===== src/rtl/hms_clock.sv =====
// 12-hour BCD wall clock (hh:mm:ss + AM/PM) advanced by a one-second enable,
// with validated parallel load and registered carry pulses.
module hms_clock #(
  parameter logic [7:0] RESET_HH = 8'h12,
  parameter logic       RESET_PM = 1'b0
) (
  input  logic       clk,
  input  logic       reset,
  input  logic       ena,
  input  logic       load,
  input  logic [7:0] load_hh,
  input  logic [7:0] load_mm,
  input  logic [7:0] load_ss,
  input  logic       load_pm,
  output logic [7:0] hh,
  output logic [7:0] mm,
  output logic [7:0] ss,
  output logic       pm,
  output logic       min_tick,
  output logic       hour_tick,
  output logic       load_err
);

  localparam int unsigned DIG_W = 4;
  localparam int unsigned BCD_W = 2 * DIG_W;

  // Two-digit BCD increment modulo 60; MSB of the result is the wrap carry.
  function automatic logic [BCD_W:0] inc_mod60(input logic [BCD_W-1:0] v);
    logic [BCD_W:0] r;
    if (v == 8'h59)
      r = {1'b1, 8'h00};
    else if (v[DIG_W-1:0] == 4'd9)
      r = {1'b0, DIG_W'(v[BCD_W-1:DIG_W] + 4'd1), 4'd0};
    else
      r = {1'b0, v[BCD_W-1:DIG_W], DIG_W'(v[DIG_W-1:0] + 4'd1)};
    return r;
  endfunction

  function automatic logic [BCD_W-1:0] inc_hour(input logic [BCD_W-1:0] v);
    logic [BCD_W-1:0] r;
    if (v == 8'h12)
      r = 8'h01;
    else if (v[DIG_W-1:0] == 4'd9)
      r = {DIG_W'(v[BCD_W-1:DIG_W] + 4'd1), 4'd0};
    else
      r = {v[BCD_W-1:DIG_W], DIG_W'(v[DIG_W-1:0] + 4'd1)};
    return r;
  endfunction

  function automatic logic sexa_ok(input logic [BCD_W-1:0] v);
    return (v[DIG_W-1:0] <= 4'd9) && (v[BCD_W-1:DIG_W] <= 4'd5);
  endfunction

  function automatic logic hour_ok(input logic [BCD_W-1:0] v);
    return ((v[BCD_W-1:DIG_W] == 4'd0) && (v[DIG_W-1:0] != 4'd0) && (v[DIG_W-1:0] <= 4'd9)) ||
           ((v[BCD_W-1:DIG_W] == 4'd1) && (v[DIG_W-1:0] <= 4'd2));
  endfunction

  logic [BCD_W-1:0] ss_inc;
  logic [BCD_W-1:0] mm_inc;
  logic [BCD_W-1:0] hh_inc;
  logic             ss_wrap;
  logic             mm_wrap;
  logic             pm_flip;
  logic             load_ok;

  // Next-second candidates; carries ripple combinationally so every tick is complete.
  always_comb begin
    ss_inc  = '0;
    mm_inc  = '0;
    ss_wrap = 1'b0;
    mm_wrap = 1'b0;
    {ss_wrap, ss_inc} = inc_mod60(ss);
    {mm_wrap, mm_inc} = inc_mod60(mm);
    hh_inc  = inc_hour(hh);
    pm_flip = (hh == 8'h11);
    load_ok = hour_ok(load_hh) && sexa_ok(load_mm) && sexa_ok(load_ss);
  end

  // Time and pulse registers; priority reset > load > ena.
  always_ff @(posedge clk) begin
    if (reset) begin
      hh        <= RESET_HH;
      mm        <= 8'h00;
      ss        <= 8'h00;
      pm        <= RESET_PM;
      min_tick  <= 1'b0;
      hour_tick <= 1'b0;
      load_err  <= 1'b0;
    end else begin
      min_tick  <= 1'b0;
      hour_tick <= 1'b0;
      load_err  <= 1'b0;
      if (load) begin
        if (load_ok) begin
          hh <= load_hh;
          mm <= load_mm;
          ss <= load_ss;
          pm <= load_pm;
        end else begin
          load_err <= 1'b1;
        end
      end else if (ena) begin
        ss <= ss_inc;
        if (ss_wrap) begin
          min_tick <= 1'b1;
          mm       <= mm_inc;
          if (mm_wrap) begin
            hour_tick <= 1'b1;
            hh        <= hh_inc;
            if (pm_flip) pm <= ~pm;
          end
        end
      end
    end
  end

endmodule

===== config.mk =====
export PLATFORM = sky130hd
export DESIGN_NAME = hms_clock
export DESIGN_NICKNAME = d
export VERILOG_FILES = /design/src/rtl/hms_clock.sv
export SDC_FILE = /design/constraint.sdc
export NUM_CORES = 1
export LEC_CHECK = 0
export ABC_AREA = 1
export CAP_MARGIN = 15
export CORE_MARGIN = 2
export CORE_UTILIZATION = 40
export DETAILED_ROUTE_END_ITERATION = 16
export PLACE_DENSITY = 0.7
export SLEW_MARGIN = 20
export SYNTH_ARGS = -nofsm -noshare
export SYNTH_HDL_FRONTEND = slang
export SYNTH_SLANG_ARGS = --single-unit

===== constraint.sdc =====
create_clock -name clk -period 2.6 [get_ports clk]
set_input_delay 0.78 -clock clk [delete_from_list [all_inputs] [get_ports clk]]
set_output_delay 0.78 -clock clk [all_outputs]
set_load 0.005 [all_outputs]

==> summary.txt <==
outcome -> finished, final reports clean
Detail Route Antenna Nets -> 0
Fillers -> 471
#FFs+latches synth -> 28
TritonCTS clock tree -> done
GRT overflow -> 0
gp weighted congestion -> 0.849
Die W -> 72.5 µm
crit path buf inv count -> 3
die area -> 0.00525 mm²
vias in the first global route -> 1956
commonest non-fill, non-tap cell in the layout -> nand2_1
slowest CP cell -> clkdlybuf4s50_1
cts hold-fix bufs -> 0
syn nets -> 342
fraction of the yosys area taken by sequential cells -> 0.299
worst-path fanout max -> 8
Period minus WS final -> 2.10 ns
CTS Root Cell -> clkbuf_8
Die Y -> 72.5 µm
drt first-iter violations -> 119
Final Cycle Share -> 0.809
max_slew headroom -> 0.672
Syn. warnings -> 0
share of layout cells above drive strength 1 -> 0.0495
Initial Util -> 0.422
mean area per synthesized cell -> 6.11 µm²
Nets -> 400
DRT Pass-1 Iters -> 4
Post-Syn Instances -> 307
drc violations -> 0
Critical Path RT -> 2.83 ns
Post-DP Area -> 0.00252 mm²
Max VDD drop -> 199 µV
Distinct cells, synth -> 24
clock-pin slew on the worst setup and hold paths -> 0.10 ns
most frequent cells in the layout -> 92 x nand2_1, 56 x clkdlybuf4s50_1, 41 x nor2_1
kind of critical path -> in -> reg
crit path DAT -> 2.33 ns
# rows -> 24
Final Hold Fails -> 0
area of the multi-input gates -> 0.00113 mm²
largest net degree at the start of global routing -> 22
Area growth syn-to-layout -> 38.0%
H-tree depth -> 1
Main synth FF type -> dfxtp_1
# Max-Cap Violations -> 0
Slew Viols, Final -> 0
DR vias -> 2045
Setup TNS -> 0 ns
CP peak stage delay -> 0.42 ns
most used cell, CP -> nand2_1
hpwl dp -> 3.74 mm
cell family with most CP delay -> simple AND/OR/NAND/NOR gates
GRT Overall Usage -> 0.194
number of synthesized flops with an enable pin -> 0
n_diodes -> 0
latest clock arrival within the worst-skew pair -> 0.28 ns
Final Setup Violations -> 0
via/cell ratio -> 4.92
worst path cell trace -> clkdlybuf4s50_1, inv_1, nand2_1, nor2_1, nand2_1, nor2_1, nand2_1, nand2_1, buf_4, nand3_2, nand2_1, nand2_1, nor2_1
P per Cell Area -> 426 mW/mm²
unrepaired setup endpoints after global routing -> no
fmax -> 475 MHz
ys async rst share -> 0
routed len/inst -> 11.6 µm
setup bufs post-CTS -> 0
Slew @ Worst Pin -> 0.489 ns
FF+latch area -> 561 µm²
Ports -> 57
input/output buffers -> 56
# resized after CTS -> 0
first-pass GRT wire length -> 8.17 mm
clock sink count -> 28
initial antenna violation count -> 0
Hold Crit Class -> reg -> reg
core area -> 0.00444 mm²
Worst setup EP type -> flop
CTS Buf Count -> 3
Worst setup SP type -> primary input
Clock Tree Buf Depth -> 2
Finished Cell Area -> 0.00259 mm²
drt total wl -> 4.84 mm
leakage power -> 0.00115 µW
Post-Syn Area -> 0.00188 mm²
Fin Clk Skew -> 0.00624 ns
==> layer usage <==
metal	vias up	routed length, µm	track usage
met1	901	2280	0.239
met3	5	171	0.0250
met5	-	0	0
met4	0	46	0.0494
li1	1089	-	-
met2	50	2350	0.357
==> where the power goes <==
part / internal (µW) / leakage [µW] / switching, µW / total [µW]
logic: 138 / 0.000889 / 128 / 266
clock network: 207 / 0.0000357 / 148 / 354
registers: 453 / 0.000229 / 29.4 / 482
==> worst reg2reg max path, stage by stage (launching register included) <==
cell and delay (ns):
dfxtp_1 0.45, ha_1 0.18, nand3_1 0.11, inv_1 0.09
nand3_2 0.13, o21ai_4 0.30, nand2_2 0.15, nor2_1 0.13
nor2_1 0.05
==> registers in the layout (all words and copies together), names as in the netlist <==
| register | flops |
|---|---|
| mm | 8 |
| min_tick | 1 |
| load_err | 1 |
| ss | 8 |
| pm | 1 |
| hour_tick | 1 |
| hh | 8 |
==> cell families after synthesis <==
kind of cell | Yosys count | synth area share
DFF | 28 | 0.299
AOI/OAI and AO/OA | 40 | 0.115
adders and majority gates | 6 | 0.0400
xor gates and xnor gates | 10 | 0.0467
and+or+nand+nor | 178 | 0.403
buffers and inverters | 45 | 0.0967
==> metrics by stage <==
stage | power [µW] | std cells | worst slack [ns] | hold WS [ns] | utilization
final | 1100 | 416 | 0.496 | 0.509 | 0.582
after global routing | 1160 | 416 | 0.243 | 0.537 | 0.582
after CTS | 1110 | 416 | 0.475 | 0.512 | 0.582
after detailed placement | 756 | 412 | 0.184 | 0.496 | 0.566
after global placement | 754 | 412 | 0.205 | 0.499 | 0.566
after floorplan | 625 | 307 | 0.801 | 0.482 | -
==> synth_stat cells, types with 3 or more instances <==
| master | count | share of area |
|---|---|---|
| nand3_1 | 34 | 0.091 |
| ha_1 | 6 | 0.040 |
| xor2_1 | 7 | 0.033 |
| nand2_1 | 92 | 0.18 |
| a21oi_1 | 12 | 0.032 |
| clkbuf_1 | 4 | 0.0080 |
| nor2_1 | 41 | 0.082 |
| o21ai_0 | 25 | 0.067 |
| xnor2_1 | 3 | 0.014 |
| dfxtp_1 | 28 | 0.30 |
| buf_2 | 4 | 0.011 |
| inv_1 | 34 | 0.068 |
| nand4_1 | 4 | 0.013 |
==> cell type report <==
class	count	area share
multi-input combinational	234	0.438
timing repair buffer	63	0.242
sequential	28	0.217
inverter	35	0.0508
tap	52	0.0251
clock buffer	3	0.0160
clock inverter	1	0.0116
==> final timing paths <==
| kind | start | to | slack, ns | depth (start not counted) |
|---|---|---|---|---|
| min reg2reg | ss[2] | ss[2] | 0.51 | 2 |
| max reg2reg | ss[4] | hh[3] | 0.92 | 8 |
| max | load_hh[7] | mm[7] | 0.50 | 13 |
| min | ss[2] | ss[2] | 0.51 | 2 |
(Power assumes the default switching activity.)
